`config.mk`:
```
export PLATFORM = sky130hd
export DESIGN_NAME = ps2_kbd_rx
export DESIGN_NICKNAME = d
export VERILOG_FILES = /design/src/rtl/ps2_kbd_rx.sv
export SDC_FILE = /design/constraint.sdc
export NUM_CORES = 1
export LEC_CHECK = 0
export BUFFER_PORTS_ARGS = -buffer_cell sky130_fd_sc_hd__buf_2
export CAP_MARGIN = 10
export CORE_MARGIN = 2
export CORE_UTILIZATION = 45
export CTS_CLUSTER_DIAMETER = 50
export DETAILED_ROUTE_END_ITERATION = 7
export SKIP_CTS_REPAIR_TIMING = 1
export SLEW_MARGIN = 30
export SYNTH_ARGS = -nofsm -noshare
export SYNTH_HDL_FRONTEND = slang
export SYNTH_SLANG_ARGS = --single-unit
```
`constraint.sdc`:
```
create_clock -name clk -period 7.7 [get_ports clk]
set_input_delay 0.385 -clock clk [delete_from_list [all_inputs] [get_ports clk]]
set_output_delay 0.385 -clock clk [all_outputs]
set_load 0.02 [all_outputs]
```
`src/rtl/ps2_kbd_rx.sv`:
```
// PS/2 keyboard receiver: synchronize and deglitch the PS/2 pair, deframe 11-bit frames into a byte FIFO behind a 2-register bus port.
// Optional inactivity timeout between clock edges is compiled in with `define PS2_RX_TIMEOUT_EN.
module ps2_kbd_rx #(
  parameter int FIFO_DEPTH     = 8,
  parameter int FILTER_LEN     = 4,
  parameter int TIMEOUT_CYCLES = 20000
) (
  input  logic       clk,
  input  logic       reset,
  input  logic       in_clk,
  input  logic       in_data,
  input  logic       addr,
  input  logic       rd,
  input  logic       wr,
  input  logic [7:0] data_in,
  output logic [7:0] data_out,
  output logic       kb_int
);
  localparam int AW = $clog2(FIFO_DEPTH);
  localparam int CW = AW + 1;
  localparam int FW = $clog2(FILTER_LEN + 1);

  typedef enum logic [1:0] {IDLE, DATA, PARITY, STOP} state_t;

  logic [1:0]    sclk_q, sclk_d, sdat_q, sdat_d;
  logic [FW-1:0] fccnt_q, fccnt_d, fdcnt_q, fdcnt_d;
  logic          fclk_q, fclk_d, fdat_q, fdat_d, fclk_prev_q, fclk_prev_d;
  logic          fall;

  state_t        state_q, state_d;
  logic [2:0]    bcnt_q, bcnt_d;
  logic [7:0]    shreg_q, shreg_d;
  logic          par_q, par_d;
  logic          push_req_q, push_req_d;
  logic [7:0]    push_byte_q, push_byte_d;
  logic          set_perr, set_ferr, tmo_hit;

  logic [7:0]    mem_q [FIFO_DEPTH];
  logic [7:0]    mem_d [FIFO_DEPTH];
  logic [AW-1:0] wptr_q, wptr_d, rptr_q, rptr_d;
  logic [CW-1:0] cnt_q, cnt_d;
  logic          perr_q, perr_d, ferr_q, ferr_d, ovf_q, ovf_d;
  logic          int_en_q, int_en_d, kb_int_q, kb_int_d;
  logic          do_flush, do_pop, do_push, do_clr, not_empty, full;

  // Synchronizers, then a filter that flips only after FILTER_LEN consecutive disagreeing samples.
  always_comb begin
    sclk_d      = {sclk_q[0], in_clk};
    sdat_d      = {sdat_q[0], in_data};
    fclk_d      = fclk_q;
    fdat_d      = fdat_q;
    fccnt_d     = '0;
    fdcnt_d     = '0;
    fclk_prev_d = fclk_q;
    if (sclk_q[1] != fclk_q) begin
      if (fccnt_q == FW'(FILTER_LEN - 1)) fclk_d = sclk_q[1];
      else fccnt_d = fccnt_q + 1'b1;
    end
    if (sdat_q[1] != fdat_q) begin
      if (fdcnt_q == FW'(FILTER_LEN - 1)) fdat_d = sdat_q[1];
      else fdcnt_d = fdcnt_q + 1'b1;
    end
  end

  assign fall = fclk_prev_q & ~fclk_q;

`ifdef PS2_RX_TIMEOUT_EN
  localparam int TW = $clog2(TIMEOUT_CYCLES + 1);
  logic [TW-1:0] tmo_q, tmo_d;

  always_comb begin
    tmo_d   = tmo_q;
    tmo_hit = 1'b0;
    if (state_q == IDLE || fall) tmo_d = '0;
    else if (tmo_q == TW'(TIMEOUT_CYCLES)) begin
      tmo_hit = 1'b1;
      tmo_d   = '0;
    end else tmo_d = tmo_q + 1'b1;
  end

  always_ff @(posedge clk or negedge reset) begin
    if (!reset) tmo_q <= '0;
    else        tmo_q <= tmo_d;
  end
`else
  assign tmo_hit = 1'b0;
`endif

  // Frame deframer; a good frame is queued for the FIFO on the following cycle.
  always_comb begin
    state_d     = state_q;
    bcnt_d      = bcnt_q;
    shreg_d     = shreg_q;
    par_d       = par_q;
    push_req_d  = 1'b0;
    push_byte_d = push_byte_q;
    set_perr    = 1'b0;
    set_ferr    = 1'b0;
    if (tmo_hit) begin
      state_d  = IDLE;
      set_ferr = 1'b1;
    end else if (fall) begin
      case (state_q)
        IDLE: if (!fdat_q) begin
          state_d = DATA;
          bcnt_d  = '0;
        end
        DATA: begin
          shreg_d = {fdat_q, shreg_q[7:1]};
          if (bcnt_q == 3'd7) state_d = PARITY;
          else bcnt_d = bcnt_q + 1'b1;
        end
        PARITY: begin
          par_d   = fdat_q;
          state_d = STOP;
        end
        default: begin
          state_d = IDLE;
          if (!(^{shreg_q, par_q})) set_perr = 1'b1;
          else if (!fdat_q) set_ferr = 1'b1;
          else begin
            push_req_d  = 1'b1;
            push_byte_d = shreg_q;
          end
        end
      endcase
    end
  end

  assign not_empty = (cnt_q != '0);
  assign full      = (cnt_q == CW'(FIFO_DEPTH));

  // Flush beats both a coinciding pop and a coinciding push.
  always_comb begin
    do_flush = wr & addr & data_in[2];
    do_clr   = wr & addr & data_in[1];
    do_pop   = rd & ~addr & not_empty & ~do_flush;
    do_push  = push_req_q & ~do_flush & (~full | do_pop);
    mem_d    = mem_q;
    wptr_d   = wptr_q;
    rptr_d   = rptr_q;
    cnt_d    = cnt_q;
    if (do_flush) begin
      wptr_d = '0;
      rptr_d = '0;
      cnt_d  = '0;
    end else begin
      if (do_push) begin
        mem_d[wptr_q] = push_byte_q;
        wptr_d        = wptr_q + 1'b1;
      end
      if (do_pop) rptr_d = rptr_q + 1'b1;
      cnt_d = cnt_q + CW'(do_push) - CW'(do_pop);
    end
    perr_d   = (do_clr ? 1'b0 : perr_q) | set_perr;
    ferr_d   = (do_clr ? 1'b0 : ferr_q) | set_ferr;
    ovf_d    = (do_clr ? 1'b0 : ovf_q) | (push_req_q & ~do_flush & full & ~do_pop);
    int_en_d = (wr & addr) ? data_in[0] : int_en_q;
    kb_int_d = int_en_q & not_empty;
  end

  always_comb begin
    if (addr)           data_out = {not_empty, full, ovf_q, ferr_q, perr_q, int_en_q, 2'b00};
    else if (not_empty) data_out = mem_q[rptr_q];
    else                data_out = 8'h00;
  end

  assign kb_int = kb_int_q;

  always_ff @(posedge clk or negedge reset) begin
    if (!reset) begin
      sclk_q      <= 2'b11;
      sdat_q      <= 2'b11;
      fccnt_q     <= '0;
      fdcnt_q     <= '0;
      fclk_q      <= 1'b1;
      fdat_q      <= 1'b1;
      fclk_prev_q <= 1'b1;
      state_q     <= IDLE;
      bcnt_q      <= '0;
      shreg_q     <= '0;
      par_q       <= 1'b0;
      push_req_q  <= 1'b0;
      push_byte_q <= '0;
      for (int i = 0; i < FIFO_DEPTH; i++) mem_q[i] <= '0;
      wptr_q      <= '0;
      rptr_q      <= '0;
      cnt_q       <= '0;
      perr_q      <= 1'b0;
      ferr_q      <= 1'b0;
      ovf_q       <= 1'b0;
      int_en_q    <= 1'b0;
      kb_int_q    <= 1'b0;
    end else begin
      sclk_q      <= sclk_d;
      sdat_q      <= sdat_d;
      fccnt_q     <= fccnt_d;
      fdcnt_q     <= fdcnt_d;
      fclk_q      <= fclk_d;
      fdat_q      <= fdat_d;
      fclk_prev_q <= fclk_prev_d;
      state_q     <= state_d;
      bcnt_q      <= bcnt_d;
      shreg_q     <= shreg_d;
      par_q       <= par_d;
      push_req_q  <= push_req_d;
      push_byte_q <= push_byte_d;
      mem_q       <= mem_d;
      wptr_q      <= wptr_d;
      rptr_q      <= rptr_d;
      cnt_q       <= cnt_d;
      perr_q      <= perr_d;
      ferr_q      <= ferr_d;
      ovf_q       <= ovf_d;
      int_en_q    <= int_en_d;
      kb_int_q    <= kb_int_d;
    end
  end
endmodule

```
* Word level (Yosys, flattened, before mapping)
Cells that the tools add are included.
** Operators by class
- $lt $le $gt $ge :: 3
- Add/sub/neg operators :: 7
- Equal/unequal tests :: 11
- Reduce and logical (&&, ||, !) cells :: 16
- Multiplexer cells :: 37
- Bitwise logic cells :: 24
** Operators by type and width (number)
- $bwmux 64 :: 1
- $mux 8 :: 5
- $mux 3 :: 10
- $bmux 8 s3 :: 1
- $demux 8 s3 :: 1
- $add 3x1->3 const B :: 5
- $mux 1 :: 14
- $and 1x1->1 :: 12
- $reduce_and 2->1 :: 5
- $reduce_xor 9->1 :: 1
- $ge 4x4->1 const B :: 2
- $not 3->4 :: 2
- $reduce_and 4->1 :: 2
- $eq 3x2->1 const B :: 2
- $ne 2x2->1 const B :: 3
- $not 1->1 :: 6
- $pmux 2 s3 :: 1
- $pmux 3 s2 :: 1
- $reduce_bool 2->1 :: 3
- $add 4x1->4 :: 1
- $eq 4x4->1 const B :: 1
- $lt 4x1->1 const B :: 1
- $mux 2 :: 2
- $mux 4 :: 1
- other kinds (11) :: 15
** Storage, ports and cells
- Output and inout bits :: 9
- Input bits :: 15
- Logic and storage cells :: 127
- Flip-flop bits (word level) :: 115

* Longest topological paths before layout
Gate-level depths: netlist of the first run.
- Word-level depth :: 9
- Gate-level depth with buffers :: 13
- Gate-level depth less buffers :: 12

* Worst setup path after synthesis of the first run
OpenSTA, ideal clock, no wires.
- Kind :: register -> register
- Start :: register cnt_q[2]
- End :: register cnt_q[1]
- Library setup time :: 119 ps
- Cell stages (with the launch flop) :: 12
- Arrival :: 2413 ps
- Required time :: 7581 ps
- Path slack :: 5168 ps
- Period minus slack after synthesis :: 2532 ps
- Buffers on the path :: 1
- Cells stage by stage :: dfrtp_1 -> inv_1 -> ha_1 -> or3b_2 -> o211a_1 -> buf_4 -> inv_2 -> ha_1 -> inv_1 -> ha_1 -> fa_1 -> and2_1
** Between the ends
- Cells in the longest elaborated chain, start to end :: 8
- Elaborated cells on any way between the ends :: 10
- Classes of those cells :: add/sub: 2; eq/ne: 1; mux: 1; bitwise: 5; reduce/logical: 1
** Ends and longest elaborated chain
- start, declared :: RTL line 41 : logic [CW-1:0] cnt_q, cnt_d;
- start signal, assigned :: RTL line 211 : cnt_q <= cnt_d;
- $reduce_bool 4->1 :: RTL line 130 : assign not_empty = (cnt_q != '0);
- $and 1x1->1 (2 in a row) :: RTL line 137 : do_pop = rd & ~addr & not_empty & ~do_flush;
- $or 1x1->1 :: RTL line 138 : do_push = push_req_q & ~do_flush & (~full | do_pop);
- $and 1x1->1 :: RTL line 138
- $add 4x1->4 :: RTL line 153 : cnt_d = cnt_q + CW'(do_push) - CW'(do_pop);
- $sub 4x1->4 (*) :: RTL line 153
- $mux 4 (*) :: RTL line 143 : if (do_flush) begin
- via cnt_d[1] :: RTL line 41
The timed path passes the listed nets; every way through them passes the cells marked *.
A chain may end at the register's enable or synchronous reset.

* Final worst setup path of the first run
- Start :: register rptr_q[0]
- End :: output port data_out[2]
** Between the ends
- Cells in the longest elaborated chain, start to end :: 6
** Ends and longest elaborated chain
- start, declared :: RTL line 40 : logic [AW-1:0] wptr_q, wptr_d, rptr_q, rptr_d;
- start signal, assigned :: RTL line 210 : rptr_q <= rptr_d;
- $not 3->4 (not written as such) :: RTL line 164 : else if (not_empty) data_out = mem_q[rptr_q];
- $bmux 8 s3 :: RTL line 164
- $mux 8 (not written as such) (2 in a row) :: RTL line 164
- $mux 8 :: RTL line 164
- $mux 8 :: RTL line 163 : if (addr) data_out = {not_empty, full, ovf_q, ferr_q, perr_q, int_en_q, 2'b00};
- end, declared :: RTL line 16 : output logic [7:0] data_out,
Every way passes these cells. The select of a mux whose other input is x is not followed.

==> results of run 1 <==
cell families after synthesis:
group                      after synthesis
adders and majority gates               17
DFF                                    115
buffers and inverters                   27
muxes                                  114
and+or+nand+nor                         62
AOI/OAI and AO/OA                       42
xor gates and xnor gates                13
layout by cell type, fill, tap and decap left out, drive strengths merged, types with 3 or more instances in the layout:
| cell | netlist | routed |
|---|---|---|
| dfrtp | 108 | 108 |
| mux2 | 85 | 85 |
| mux2i | 25 | 25 |
| clkbuf | 12 | 21 |
| buf | 4 | 21 |
| ha | 16 | 16 |
| nor2b | 13 | 13 |
| nor2 | 12 | 12 |
| inv | 11 | 11 |
| xnor2 | 8 | 8 |
| a22oi | 8 | 8 |
| nand2 | 8 | 8 |
| a32o | 7 | 7 |
| dfstp | 7 | 7 |
| a211oi | 6 | 6 |
| a31oi | 6 | 6 |
| bufinv | 0 | 6 |
| nor3b | 5 | 5 |
| nor3 | 4 | 4 |
| nand3 | 4 | 4 |
| mux4 | 4 | 4 |
| o21ai | 4 | 4 |
| nand4b | 4 | 4 |
| clkinv | 0 | 4 |
| xor2 | 3 | 3 |
| o2bb2ai | 3 | 3 |
layout make-up:
type / instances / area (µm²)
repair buffers: 21 / 115
clock inverters: 10 / 204
inverters: 11 / 41.3
fillers: 997 / 5550
clock buffers: 21 / 460
flip-flops and latches: 115 / 2890
well taps: 147 / 184
multi-input cells: 248 / 2420
synth_stat cells, drive strengths merged, types with 3 or more instances:
master | count | area, µm²
a211oi | 6 | 45.0
dfstp | 7 | 184
xor2 | 3 | 26.3
nand4b | 4 | 41.3
a31oi | 6 | 37.5
xnor2 | 8 | 70.1
inv | 11 | 41.3
nand3 | 4 | 20.0
o21ai | 4 | 20.0
ha | 16 | 200
nor2b | 13 | 81.3
mux4 | 4 | 90.1
nor3 | 4 | 20.0
nor3b | 5 | 42.5
a32o | 7 | 70.1
clkbuf | 12 | 45.0
o2bb2ai | 3 | 26.3
mux2i | 25 | 254
mux2 | 85 | 1020
buf | 4 | 30.0
dfrtp | 108 | 2700
a22oi | 8 | 60.1
nor2 | 12 | 45.0
nand2 | 8 | 30.0
sequential cells by signal, indices dropped and copies added, names as in the netlist:
signal	count
ferr_q	1
wptr_q	3
mem_q	64
kb_int	1
fdat_q	1
fdcnt_q	3
bcnt_q	3
push_req_q	1
shreg_q	8
sdat_q	2
cnt_q	4
perr_q	1
state_q	2
ovf_q	1
sclk_q	2
par_q	1
fccnt_q	3
rptr_q	3
push_byte_q	8
int_en_q	1
fclk_prev_d	1
fclk_prev_q	1
worst max-delay path: cells and delay by family (launching register included):
kind,cells,cell delay [ns]
DFF,1,0.83
buffers and inverters,1,0.16
AOI/OAI and AO/OA,3,0.69
and+or+nand+nor,1,0.38
where the power goes:
| group | internal [µW] | total (µW) | switching, µW |
|---|---|---|---|
| registers | 691 | 793 | 102 |
| logic | 249 | 524 | 275 |
| clock network | 620 | 891 | 271 |
layer usage:
metal	up-vias	routed length [µm]	track usage [%]
li1	1488	-	-
met1	1686	5050	23.9
met2	45	5390	30.4
met3	13	376	6.16
met4	0	155	6.99
met5	-	0	0
metrics by stage:
step	area, µm²	total power (µW)	cells	util [%]
3_3_place_gp	5640	1320	542	47.6
3_5_place_dp	5640	1340	542	47.6
2_1_floorplan	5420	1190	390	-
6_report	6310	2210	573	53.2
4_1_cts	6310	2230	573	53.2
5_1_grt	6310	2330	573	53.2
worst max-delay path by stage:
stage                   to      start  slack (ns)  cells past startpoint
2_1_floorplan     cnt_q[1]   cnt_q[2]        5.17                     11
3_3_place_gp      cnt_q[3]   cnt_q[2]        5.03                     12
3_5_place_dp      cnt_q[3]   cnt_q[2]        5.00                     12
4_1_cts        data_out[3]  rptr_q[0]        4.85                      5
5_1_grt        data_out[2]  rptr_q[0]        4.68                      5
6_report       data_out[2]  rptr_q[0]        4.84                      5
==> results_dict.tcl, run 1 <==
set metrics [dict create \
    wirelength_um 11000 \
    outcome "finished with violations" \
    holdWs_ns -0.0196 \
    criticalPathCategory "register to output port" \
    syn_inst 390 \
    drc 0 \
    cts_buffer_depth 2 \
    syn_avg_cell_area_um2 13.9 \
    peakVddDrop_uv 194 \
    clock-root-buffer "clkbuf_16" \
    design.portCount 24 \
    worst_ep_required_time_ns 7.32 \
    synth_edf_count 0 \
    violations "hold timing" \
    worst_slew_pin_slew_ns 0.819 \
    final_hold_viol_count 6 \
    synth_compound_area_share_pct 5.86 \
    grt_max_degree 67 \
    muxShareOfSynthArea_pct 25.1 \
    synth_area_mm2 0.00542 \
    synth-xor-area-share_pct 2.61 \
    cts_tree "built" \
    synth_top_family_by_area "multiplexers" \
    max_slew_margin_pct 45.4 \
    portBuffers 18 \
    grt_use_total_pct 18.9 \
    power_density_mw_per_mm2 350 \
    drt_pass1_iterations 4 \
    cp-end-kind "output port" \
    worstPathMaxFanout 16 \
    startpoint_type "register" \
    antenna_found_initial 0 \
    drive_gt1_share_pct 35.7 \
    rr_worst_depth 12 \
    synthAdderAreaFrac_pct 4.06 \
    num_antenna_cells 0 \
    setup-violations-final 0 \
    p_leak_uw 0.00313 \
    rsz0062_at_grt "false" \
    synth_ff_type "dfrtp_1" \
    fin_setup_tns_ns 0 \
    synth-async-reset-ratio_pct 100 \
    maxCapViolations 0 \
    setup_slack_ns 4.84 \
    cts_sinks 115 \
    arrival_ns 2.48 \
    vias_per_cell 5.64 \
    skew_ns 0.0131 \
    synth_fp_nets 422 \
    slowest_delay_ns 0.83 \
    htreeDepth 4 \
    gp_congestion 0.715 \
    coreArea_mm2 0.0119 \
    grt_pass1_vias 3342 \
    layout.nets 446 \
    r2r_slack_ns 4.98 \
    place_hpwl_um 6980 \
    yosysWarnings 0 \
    grt_pass1_wl_um 18000 \
    drtIter0Drc 209 \
    wl_per_cell_um 19.1 \
    area_growth_pct 16.4 \
    vias 3232 \
    clk_pin_slew_ns 0.05 \
    synth_seq_cells 115 \
    dieArea_mm2 0.0129 \
    crit_chain "nand2b_1 -> a211oi_1 -> a31oi_1 -> a32o_1 -> buf_2" \
    final_antenna_net_count 0 \
    hp-class "primary input to asynchronous set/reset pin" \
    synth.yosys.seq_area_share_pct 53.3 \
    max_freq_mhz 349 \
    finalCritPeriodShare_pct 37.2 \
    r2r_end "cnt_q[3]" \
    r2r_start "cnt_q[2]" \
    fp-row-count 40 \
    cts_made_buffers 17 \
    slowest_stage "dfrtp_1" \
    synth-simple-area-share_pct 6.95 \
    dp_slack_ns 5.00 \
    fin_crit_ns 2.86 \
    fp.dieH_um 114 \
    synth.distinct_cells 50 \
    slew_viol_final 0 \
    clock_latency_ns 0.42 \
    die_w_um 114 \
    initial_core_util_pct 45.7 \
    grt_remaining_overflow 0 \
]
Power figures use the tool's default switching activity.
==> inputs of run 2 (changes only) <==
--- a/config.mk
+++ b/config.mk
@@ -5,6 +5,7 @@
 export SDC_FILE = /design/constraint.sdc
 export NUM_CORES = 1
 export LEC_CHECK = 0
+export ABC_AREA = 1
 export BUFFER_PORTS_ARGS = -buffer_cell sky130_fd_sc_hd__buf_2
 export CAP_MARGIN = 10
 export CORE_MARGIN = 2
==> constraint.sdc (replaced) <==
create_clock -name clk -period 2.9 [get_ports clk]
set_input_delay 0.145 -clock clk [delete_from_list [all_inputs] [get_ports clk]]
set_output_delay 0.145 -clock clk [all_outputs]
set_load 0.02 [all_outputs]
==> run 2 against run 1 <==
  * The run still ends with hold timing left
  * Synthesized cell count is 57% higher
  * Via count up 28%
  * Non-clock buffer count grew 6
  * Wire length increased by 8.6%
  * Critical endpoint is now cnt_q[2]
  * Die area rose by 1.5%
  * Critical path depth rose by 8
  * Register-to-register slack lost 4.6 ns
  * Critical path type is now register to register
  * First-iteration DRC count grew 46%
==> results_dict.tcl, run 2 <==
set metrics [dict create \
    vias_per_cell 5.15 \
    dp_slack_ns 0.342 \
    hp-start "data_in[0]" \
    intPower_uw 3740 \
    antenna_found_initial 0 \
    grt_max_degree 80 \
    power_frac_clock_pct 34.2 \
    criticalPathCategory "register to register" \
    area_growth_pct 14.9 \
    final_common_cell "nand2_1" \
    slew_viol_final 0 \
    skew_ns 0.0114 \
    drive_gt1_share_pct 14.7 \
    violations "hold timing" \
    final_antenna_net_count 0 \
    vias 4129 \
    fp-row-count 40 \
    min_to "int_en_q" \
    drc 0 \
    worstPathMaxFanout 8 \
    finalPower_uw 5940 \
    synth-xor-area-share_pct 0.636 \
    netlist_top_cells_count "151 x nand2_1, 108 x dfrtp_1, 58 x inv_1" \
    synth_fp_nets 646 \
    synth-async-reset-ratio_pct 100 \
    grt_use_total_pct 20.2 \
    synth_area_leader_cell "dfrtp_1" \
    power.share.combinational_pct 30.7 \
    synth_ff_type "dfrtp_1" \
    clk_pin_slew_ns 0.06 \
    yosysWarnings 0 \
    r2r_slack_ns 0.36 \
    finalCritPeriodShare_pct 87.7 \
    outcome "finished with violations" \
    maxCapViolations 0 \
    fin_setup_tns_ns 0 \
    htreeDepth 4 \
    initial_core_util_pct 46.0 \
    r2r_start "cnt_q[2]" \
    synth.yosys.seq_area_share_pct 52.4 \
    synth_area_mm2 0.00551 \
    max_slew_margin_pct 62.2 \
    r2r_end "cnt_q[2]" \
    crit_chain "inv_1 -> ha_1 -> nor3b_2 -> nor2_4 -> nand2_4 -> nand2_4 -> nand2_8 -> ha_1 -> inv_1 -> ha_1 -> fa_1 -> xnor2_1 -> a31oi_1" \
    synthAdderAreaFrac_pct 4.00 \
    worst-path-buf-inv 2 \
    cpLargestDelayFamily "adder cells" \
    portBuffers 18 \
    top_regs "mem_q x64, push_byte_q x8, shreg_q x8" \
    layout.nets 673 \
    drtIter0Drc 305 \
    synth_top_family_by_area "simple AND/OR/NAND/NOR gates" \
    setup-violations-final 0 \
    clock_latency_ns 0.43 \
    muxShareOfSynthArea_pct 0.204 \
    synth_compound_area_share_pct 15.6 \
    syn_avg_cell_area_um2 8.97 \
    wl_per_cell_um 14.9 \
    synth.distinct_cells 37 \
    slowest_stage "fa_1" \
    crit_path_frequent_cell "ha_1" \
    peakVddDrop_uv 806 \
    drt_pass1_iterations 4 \
    p_switching_uw 2210 \
    worst_ep_required_time_ns 3.25 \
    max_freq_mhz 393 \
    synth_edf_count 0 \
    rr_worst_depth 13 \
    grt_pass1_wl_um 20000 \
    grt_pass1_vias 4048 \
    dieArea_mm2 0.0131 \
    final_hold_viol_count 1 \
    final_cell_mix "151 x nand2_1, 108 x dfrtp_1, 58 x inv_1" \
    synthMostInstantiatedCell "nand2_1" \
    largest_register "mem_q" \
    power_density_mw_per_mm2 940 \
    pwr-share-seq_pct 35.0 \
    arrival_ns 2.90 \
    synth_seq_cells 115 \
    largest_register_ffs 64 \
    cts_sinks 115 \
    syn_inst 614 \
    switching_share_pct 37.1 \
    cts_buffer_depth 2 \
    num_antenna_cells 0 \
    yosys.area.top_type_share_pct 49.1 \
    gp_congestion 0.849 \
    clock-root-buffer "clkbuf_16" \
    rsz0062_at_grt "false" \
    design.portCount 24 \
    startpoint_type "register" \
    seq_area_mm2 0.00289 \
    multiInputGateArea_mm2 0.00226 \
    setup_slack_ns 0.356 \
    final_util_pct 52.9 \
    die_w_um 115 \
    slowest_delay_ns 0.38 \
    wirelength_um 11900 \
    cp-end-kind "register" \
    hp-class "primary input to register" \
    cts_tree "built" \
    p_leak_uw 0.00309 \
    grt_remaining_overflow 0 \
    synth-simple-area-share_pct 20.7 \
    cts_made_buffers 17 \
    place_hpwl_um 7650 \
    holdWs_ns -0.0126 \
    fin_crit_ns 2.54 \
    synth_area_leaders "dfrtp_1 49%, nand2_1 10%, o21ai_1 4.9%" \
    fillCellCount 1118 \
    coreArea_mm2 0.0120 \
    fp.dieH_um 115 \
    hold_depth 3 \
    worst_slew_pin_slew_ns 0.567 \
]
run 2: cell types whose count changed after synthesis, moves of 13 or more:
cell,change
nand2_1,+143
mux2_2,-68
o21ai_1,+54
inv_1,+48
o21ai_0,+43
nor2_1,+39
mux2i_1,-24
nand3_1,+20
mux2_4,-16
o21ai_2,+14
nor2b_1,-13
run 2: stage by stage:
step / cell area (µm²) / hold WS [ns] / std cells
2_1_floorplan: 5510 / -0.151 / 614
3_3_place_gp: 5690 / 0.134 / 763
3_5_place_dp: 5690 / 0.142 / 763
4_1_cts: 6260 / -0.314 / 795
5_1_grt: 6320 / 0.00717 / 801
6_report: 6320 / -0.0126 / 801
run 2: final cells by class:
| class | instances | area share [%] |
|---|---|---|
| flip-flops and latches | 115 | 45.6 |
| clock buffers | 18 | 6.94 |
| multi-input cells | 420 | 35.8 |
| inverters | 60 | 3.56 |
| well taps | 147 | 2.91 |
| repair buffers | 27 | 2.97 |
| clock inverters | 14 | 2.20 |
run 2: cell families after synthesis:
family / after synthesis
and+or+nand+nor: 249
adders and majority gates: 17
muxes: 1
DFF: 115
AOI/OAI and AO/OA: 149
buffers and inverters: 79
xor gates and xnor gates: 4
run 2: worst max path at each step:
stage | from | endpoint | slack (ns) | depth (start not counted)
4_1_cts | cnt_q[2] | cnt_q[2] | 0.33 | 13
6_report | cnt_q[2] | cnt_q[2] | 0.36 | 13
3_5_place_dp | cnt_q[2] | cnt_q[2] | 0.34 | 13
3_3_place_gp | cnt_q[2] | cnt_q[2] | 0.42 | 13
2_1_floorplan | cnt_q[2] | cnt_q[2] | 0.61 | 13
5_1_grt | cnt_q[2] | cnt_q[3] | 0.17 | 14
run 2: power groups by stage:
stage	clock, µW	sequential, µW	combinational, µW
after CTS	2070	2080	1820
after detailed placement	0	2110	1810
after global placement	0	2090	1770
after floorplan	0	2030	1380
final	2030	2080	1830
after global routing	2150	2120	2080
run 2: routing by layer:
layer | part of all wire, % | vias up | wire (µm) | track usage (%)
li1 | - | 2080 | - | -
met1 | 47 | 1957 | 5590 | 25.8
met2 | 47 | 75 | 5650 | 31.5
met3 | 4.2 | 17 | 498 | 6.19
met4 | 1.5 | 0 | 179 | 9.19
met5 | 0 | - | 0 | 0
run 2: tightest hold or removal path: cells and delay by family:
kind	cells	cell delay, ns
compound gates	1	0.10
buf+inv	1	0.09
simple gates	1	0.04
